**src/rtl/i2s_tx_axis.sv**
```systemverilog
// I2S / left-justified serial transmitter fed from an AXI4-Stream slave through a small sample FIFO.
// BCLK and LRCLK are derived from the system clock; underrun and channel-misalignment are sticky flags.
module i2s_tx_axis #(
   parameter int C_S_AXIS_TDATA_WIDTH = 32,
   parameter int I2S_DATA_BIT_WIDTH   = 24,
   parameter int SLOT_WIDTH           = 32,
   parameter int BCLK_DIV             = 4,
   parameter int FIFO_DEPTH           = 8
) (
   input  logic                                S_AXIS_ACLK,
   input  logic                                S_AXIS_ARESETN,
   input  logic [C_S_AXIS_TDATA_WIDTH-1:0]     S_AXIS_TDATA,
   input  logic                                S_AXIS_TVALID,
   output logic                                S_AXIS_TREADY,
   input  logic                                en,
   input  logic                                fmt_lj,
   input  logic                                clr_err,
   output logic                                BCLK,
   output logic                                LRCLK,
   output logic                                SDATA,
   output logic [$clog2(FIFO_DEPTH):0]         fifo_level,
   output logic                                underrun,
   output logic                                misalign
);

   localparam int TW  = C_S_AXIS_TDATA_WIDTH;
   localparam int DW  = I2S_DATA_BIT_WIDTH;
   localparam int SW  = SLOT_WIDTH;
   localparam int AW  = $clog2(FIFO_DEPTH);
   localparam int DVW = $clog2(BCLK_DIV);
   localparam int BW  = $clog2(SLOT_WIDTH + 1);

   // The FIFO keeps only the channel flag and the sample; padding bits are dropped at the input.
   logic [DW:0]     mem [FIFO_DEPTH];
   logic [AW-1:0]   wr_ptr, rd_ptr;
   logic [AW:0]     count;
   logic            ready_q;
   logic            wr_en, rd_en, empty;
   logic [DW:0]     head;
   logic            unused_tdata;

   logic            run;
   logic [DVW-1:0]  div_cnt;
   logic [BW-1:0]   bit_cnt;
   logic            bclk_q, lr_q, sd_q, last_lj, fmt_q;
   logic [SW-1:0]   shreg, shreg_n, load_word;
   logic            start, fall_tick, slot_end, sse, lr_n;
   logic            set_ur, set_ma, fmt_eff, lj_bit;

   assign unused_tdata  = ^S_AXIS_TDATA;
   assign empty         = (count == '0);
   assign head          = mem[rd_ptr];
   assign S_AXIS_TREADY = ready_q && (count != (AW+1)'(FIFO_DEPTH));
   assign wr_en         = S_AXIS_TVALID && S_AXIS_TREADY;
   assign rd_en         = sse && !empty;
   assign fifo_level    = count;
   assign BCLK          = bclk_q;
   assign LRCLK         = lr_q;
   assign SDATA         = sd_q;

   always_ff @(posedge S_AXIS_ACLK) begin
      if (wr_en) mem[wr_ptr] <= {S_AXIS_TDATA[TW-1], S_AXIS_TDATA[DW-1:0]};
   end

   always_ff @(posedge S_AXIS_ACLK or negedge S_AXIS_ARESETN) begin
      if (!S_AXIS_ARESETN) begin
         wr_ptr  <= '0;
         rd_ptr  <= '0;
         count   <= '0;
         ready_q <= 1'b0;
      end else begin
         ready_q <= 1'b1;
         if (wr_en) wr_ptr <= wr_ptr + 1'b1;
         if (rd_en) rd_ptr <= rd_ptr + 1'b1;
         case ({wr_en, rd_en})
            2'b10:   count <= count + 1'b1;
            2'b01:   count <= count - 1'b1;
            default: count <= count;
         endcase
      end
   end

   // A slot starts either on the first enabled cycle or on the BCLK fall that ends the previous slot.
   always_comb begin
      start     = en && !run;
      fall_tick = run && en && bclk_q && (div_cnt == DVW'(BCLK_DIV - 1));
      slot_end  = fall_tick && (bit_cnt == BW'(SLOT_WIDTH - 1));
      sse       = start || slot_end;
      lr_n      = start ? 1'b0 : ~lr_q;
      load_word = '0;
      load_word[SW-1 -: DW] = head[DW-1:0];
      set_ur    = sse && empty;
      set_ma    = sse && !empty && (head[DW] != lr_n);
      shreg_n   = shreg;
      if (sse)            shreg_n = (set_ur || set_ma) ? '0 : load_word;
      else if (fall_tick) shreg_n = shreg << 1;
      fmt_eff   = (sse && !lr_n) ? fmt_lj : fmt_q;
      lj_bit    = shreg_n[SW-1];
   end

   always_ff @(posedge S_AXIS_ACLK or negedge S_AXIS_ARESETN) begin
      if (!S_AXIS_ARESETN) begin
         run     <= 1'b0;
         div_cnt <= '0;
         bit_cnt <= '0;
         bclk_q  <= 1'b0;
         lr_q    <= 1'b0;
         sd_q    <= 1'b0;
         last_lj <= 1'b0;
         fmt_q   <= 1'b0;
         shreg   <= '0;
      end else if (!en) begin
         run     <= 1'b0;
         div_cnt <= '0;
         bit_cnt <= '0;
         bclk_q  <= 1'b0;
         lr_q    <= 1'b0;
         sd_q    <= 1'b0;
         last_lj <= 1'b0;
         shreg   <= '0;
      end else begin
         run   <= 1'b1;
         shreg <= shreg_n;
         if (sse) begin
            div_cnt <= '0;
            bit_cnt <= '0;
            bclk_q  <= 1'b0;
            lr_q    <= lr_n;
            if (!lr_n) fmt_q <= fmt_lj;
            sd_q    <= fmt_eff ? lj_bit : last_lj;
            last_lj <= lj_bit;
         end else if (div_cnt == DVW'(BCLK_DIV - 1)) begin
            div_cnt <= '0;
            bclk_q  <= ~bclk_q;
            // last_lj carries the LJ bit one BCLK late for the I2S delay.
            if (bclk_q) begin
               bit_cnt <= bit_cnt + 1'b1;
               sd_q    <= fmt_eff ? lj_bit : last_lj;
               last_lj <= lj_bit;
            end
         end else begin
            div_cnt <= div_cnt + 1'b1;
         end
      end
   end

   always_ff @(posedge S_AXIS_ACLK or negedge S_AXIS_ARESETN) begin
      if (!S_AXIS_ARESETN) begin
         underrun <= 1'b0;
         misalign <= 1'b0;
      end else begin
         underrun <= (underrun && !clr_err) || set_ur;
         misalign <= (misalign && !clr_err) || set_ma;
      end
   end

endmodule

```
**config.mk**
```make
export PLATFORM = sky130hd
export DESIGN_NAME = i2s_tx_axis
export DESIGN_NICKNAME = d
export VERILOG_FILES = /design/src/rtl/i2s_tx_axis.sv
export SDC_FILE = /design/constraint.sdc
export NUM_CORES = 1
export LEC_CHECK = 0
export CORE_MARGIN = 1
export CORE_UTILIZATION = 54
export CTS_BUF_LIST = sky130_fd_sc_hd__clkbuf_16
export DETAILED_ROUTE_END_ITERATION = 6
export PLACE_DENSITY = 0.75
export SLEW_MARGIN = 5
export SYNTH_ARGS = -nofsm -noshare
export SYNTH_HDL_FRONTEND = slang
export SYNTH_SLANG_ARGS = --single-unit
```
**constraint.sdc**
```tcl
create_clock -name S_AXIS_ACLK -period 3.1 [get_ports S_AXIS_ACLK]
set_input_delay 0.62 -clock S_AXIS_ACLK [delete_from_list [all_inputs] [get_ports S_AXIS_ACLK]]
set_output_delay 0.62 -clock S_AXIS_ACLK [all_outputs]
set_load 0.005 [all_outputs]
```
Word-level counts from Yosys, hierarchy flattened

Memory sizes are Yosys's and may differ from the RTL's.
Index checks and enable logic that the tools add are counted.

Bits in registers: 59
Memory bits (writable): 200
Logic and storage cells: 92
Memories: 1

$add $sub $neg: 6
Eq/ne operators: 10
Multiplexer cells: 31
Bitwise operators: 3
Reductions and logical operators: 25

Memory list:

| name | words | bits a word | rd ports | clocked after Yosys merged registers in | write ports | line | text |
|---|---|---|---|---|---|---|---|
| mem  | 8     | 25          | 1        | 0                                       | 1           | 34   | `logic [DW:0] mem [FIFO_DEPTH];` |

Operators by type and width:

| cell                                                 | number |
|---|---|
| two-way mux 32 bit                                   | 4 |
| two-way mux 6 bit                                    | 4 |
| two-way mux 1 bit                                    | 19 |
| logical AND 1 bit                                    | 13 |
| != test 3 x 1 -> 1 bit (second input constant)       | 3 |
| case mux 4 bit (2 select lines)                      | 1 |
| adder 3 x 1 -> 3 bit (second input constant)         | 2 |
| adder 6 x 1 -> 6 bit (second input constant)         | 1 |
| equality test 6 x 5 -> 1 bit (second input constant) | 1 |
| two-way mux 2 bit                                    | 3 |
| adder 4 x 1 -> 4 bit (second input constant)         | 1 |
| equality test 2 bit (second input constant)          | 2 |
| logical NOT 1 bit                                    | 4 |
| logical NOT 4 bit                                    | 1 |
| logical OR 1 bit                                     | 4 |
| != test 4 bit (second input constant)                | 1 |
| subtractor 4 x 1 -> 4 bit (second input constant)    | 1 |
| NOT 1 bit                                            | 3 |
| AND reduction 3 bit                                  | 1 |
| adder 2 x 1 -> 2 bit (second input constant)         | 1 |
| equality test 2 x 1 -> 1 bit (second input constant) | 1 |
| != test 2 x 1 -> 1 bit (second input constant)       | 1 |
| AND reduction 2 bit                                  | 1 |
| nonzero test 2 bit                                   | 1 |
| != test 1 bit                                        | 1 |

Longest topological paths before layout

Depth after elaboration: 15
Depth in mapped cells: 12
Mapped depth without buffers: 11

Least setup slack after synthesis

OpenSTA, ideal clock, no wires.

Path kind: register -> register
Start point: register count[1] (netlist: fifo_level[1])
End point: memory mem[0][0] in the netlist's numbering (enable)
Arrival time: 2.976 ns
Path slack: -0.314 ns
Stages on the path, launching flop included: 7
Buffers on the path: 1
Path through: dfrtp_1 clkbuf_1 nor3_1 a21boi_1 and2_1 nand2b_1 nor3_1

Longest elaborated chain between the ends: 5

Ends and longest elaborated chain:

| item                                    | line | text |
|---|---|---|
| start: declaration                      | 36   | `logic [AW:0] count;` |
| start signal: assignment                | 76   | `2'b10: count <= count + 1'b1;` |
| start signal: assignment                | 77   | `2'b01: count <= count - 1'b1;` |
| start signal: assignment                | 78   | `default: count <= count;` |
| != test 4 bit                           | 53   | `assign S_AXIS_TREADY = ready_q && (count != (AW+1)'(FIFO_DEPTH));` |
| logical AND 1 bit                       | 53   |  |
| named net S_AXIS_TREADY                 | 14   | `output logic S_AXIS_TREADY,` |
| logical AND 1 bit                       | 54   | `assign wr_en = S_AXIS_TVALID && S_AXIS_TREADY;` |
| two-way mux 1 bit                       | 62   | `if (wr_en) mem[wr_ptr] <= {S_AXIS_TDATA[TW-1], S_AXIS_TDATA[DW-1:0]};` |
| two-way mux 1 bit (implied by the code) | 62   |  |
| end: declaration                        | 34   |  |

The timed path passes the listed nets, and every way through them passes these cells.

Worst setup path after layout

Start point: register count[1] (netlist: fifo_level[1])
End point: output port S_AXIS_TREADY

Longest elaborated chain between the ends: 2

Ends and longest elaborated chain:

| item              | line |
|---|---|
| != test 4 bit     | 53 |
| logical AND 1 bit | 53 |
| end: declaration  | 14 |

Every way passes these cells.

==> run metrics <==
Max clock buf depth 3; Vias/cell about 6; Power Total a little over 9 mW; Worst R2R Start bit_cnt[0]$_DFFE_PN0P_; post-CTS setup buffer count 0; Critical Path End Type output port; largest net degree at the start of global routing about 50; fin cells 838; post-DP HPWL 10400 microns; final worst-path setup slack 0.573 ns; class of the most critical setup path reg -> out; Top Ports 48; Worst Path Buf+Inv 1; syn_nets 574; number of CTS-inserted buffers 26; port bufs 40; initial antenna violation count 0; reg2reg end fifo_level[2]$_DFFE_PN0P_; final worst-path cycle share 81.5%; RSZ-0062 raised after global routing false; part of the power in registers 47.1%; Post-Synthesis Cells roughly 530; Starting Density between 50% and 60%; clk_lat worst skew between 0.5 and 0.6 ns; final wirelength 18900 microns; power per cell area between 800 and 900 nW/um^2; Num Clock Sinks approximately 260; CTS H-tree depth 1; chip height around 140 microns; area of the die a little under 20000 sq um; Fill cells about 1200; R2R depth 11; first-pass GRT wire length ~30000 microns; Tmin final 2.53 ns; clock share of power 29.5%; vias in the first global route ~5300; Worst-path clk slew roughly 0.06 ns; failing checks design-rule violations; clock root cell clkbuf_16; max cap viols 0; GPL Wtd Cong 0.788; static leakage ~4.0 nW; Inst Count DP 790; worst-path maximum fanout 8; Avg Inst Size Synth roughly 19 sq um; Sw Ratio 27.6%; Nets 634; area grow syn2layout 14.6%; Seq/Total Area, Yosys 74.0%; # diodes 0; CP Data Required Time between 2 and 2.5 ns; Via Count around 5000; Setup TNS Final 0 ns; fin. max-slew vios 0; row count around 50; CP Depth 3; run status finished, violations left; DRC violations left 3; Post-synth EDFFs 200; worst hold path type in -> async; worst vdd ir approximately 0.48 mV; crit path DAT about 1.9 ns; Setup crit start kind register; Psw about 2.6 mW; R2R Setup Slk between 0.5 and 0.6 ns; Least-Margin Pin Slew a little over 0.8 ns; CTS resizes 0; Setup WS pre-CTS around 0.15 ns; Worst path max stage delay 0.46 ns; FF+latch area between 7000 and 8000 sq um; dominant synthesized flop cell edfxtp_1; combinational share of power a little under a quarter; ANT nets after route 0; headroom to the max-slew limit 44.6%; GRT Overall Usage 20.8%; #FFs+latches synth 258; Worst Skew 0.0141 ns; Initial DRC Count between 400 and 500; Post-Syn Area approximately 10000 sq um; remaining global-route overflow 0; Max Fclk about 400 MHz; drt wl/cell 22.6 microns; chip width around 140 microns; YS warnings 0; CP top delay family flip-flops; critical-path cell list nor3_1, a21boi_1, clkdlybuf4s50_1; CTS tree built; Async S/R FF share, synth between 20 and 25%; final count of hold timing violations 0; multi-input combinational cell area roughly 2500 sq um; Core Box Area 18100 sq um; Final setup viols 0; layout cells sized above 1 20.0%; DRT Pass-1 Iters 7; Internal between 6 and 7 mW; Hold Buf Count CTS 0; Yosys cell types 49; Slowest-stage cell, CP dfrtp_1
-- Yosys cell counts, drive strengths merged (2+ instances only) --
cell type / count / share of area, %
xor2: 7 / 0.68
mux2: 4 / 0.45
nand2b: 4 / 0.25
a22oi: 23 / 1.7
mux4: 50 / 11
nor3: 5 / 0.25
dfrtp: 58 / 14
xnor2: 8 / 0.69
mux2i: 26 / 2.7
inv: 8 / 0.30
nand4: 3 / 0.19
ha: 7 / 0.87
a21oi: 4 / 0.20
edfxtp: 200 / 60
a22o: 6 / 0.52
a21boi: 3 / 0.22
o22ai: 2 / 0.12
buf: 16 / 1.0
o21ai: 26 / 1.4
nor2: 19 / 0.78
and2: 3 / 0.19
nand3: 2 / 0.099
o31ai: 2 / 0.15
nand2: 19 / 0.73
clkbuf: 10 / 0.37
a31oi: 2 / 0.12
-- cells by family (layout without fill, tap and decap cells) --
logic type,Yosys count,in the layout,synth area share (%)
other,1,1,0.0372
DFF,258,258,74.0
and+or+nand+nor,61,61,2.92
buffers and inverters,34,114,1.69
xor gates and xnor gates,15,15,1.38
AOI/OAI and AO/OA,73,73,4.83
muxes,80,80,14.3
adders and majority gates,7,7,0.869
-- state kept, by name, indices dropped and copies added (netlist names) --
signal and flops:
fifo_level 4, fmt_q 1, SDATA 1, BCLK 1, run 1, underrun 1
div_cnt 2, bit_cnt 6, misalign 1, rd_ptr 3, mem 200, last_lj 1
wr_ptr 3, LRCLK 1, ready_q 1, shreg 31
-- cell usage in the layout (no fill, tap or decap), types with 4 or more instances in the layout --
master	n
a21oi_1	4
ha_1	7
clkbuf_16	26
mux4_2	50
edfxtp_1	200
inv_1	13
nand2b_1	4
nor2_2	8
a22oi_1	23
mux2i_1	25
xor2_1	6
clkinv_2	5
clkinv_1	10
buf_4	18
nor2_1	10
xnor2_1	8
a22o_1	6
clkdlybuf4s50_1	39
nand2_1	18
dfrtp_1	56
o21ai_1	22
-- worst max path at each step --
stage,startpoint,end
floorplan,fifo_level[1]$_DFFE_PN0P_,mem[2][0]$_DFFE_PP_
CTS,fifo_level[1]$_DFFE_PN0P_,S_AXIS_TREADY
detailed placement,en,fifo_level[2]$_DFFE_PN0P_
finish,fifo_level[1]$_DFFE_PN0P_,S_AXIS_TREADY
global route,bit_cnt[0]$_DFFE_PN0P_,fifo_level[2]$_DFFE_PN0P_
global placement,en,fifo_level[2]$_DFFE_PN0P_
-- layer usage --
metal / routed length, microns / vias up / track usage, %
li1: - / 2238 / -
met1: 7800 / 2617 / 27.8
met2: 9740 / 160 / 35.6
met3: 963 / 32 / 2.87
met4: 401 / 0 / 7.02
met5: 0 / - / 0
-- per-stage QoR --
step	area, sq um	hold slack (ns)	util (%)
floorplan	10100	0.324	-
global placement	10800	0.427	59.5
detailed placement	10800	0.453	59.5
CTS	11600	0.0343	63.7
global route	11600	0.0650	63.7
finish	11600	0.0400	63.7
-- power by group through the flow --
stage / clock network (mW) / registers, mW / logic [mW]
2_1_floorplan: 0 / 4.32 / 1.71
3_3_place_gp: 0 / 4.41 / 2.15
3_5_place_dp: 0 / 4.44 / 2.20
4_1_cts: 2.80 / 4.38 / 2.21
5_1_grt: 2.93 / 4.42 / 2.35
6_report: 2.75 / 4.38 / 2.17
-- cell type report --
cell class	count	share of cell area, %
clock inverters	22	0.877
inverters	8	0.260
clock buffers	26	5.63
repair buffers	58	4.59
flip-flops and latches	258	64.6
well taps	229	2.48
multi-input cells	237	21.6
Note: power is estimated with default switching activity, not from simulation.
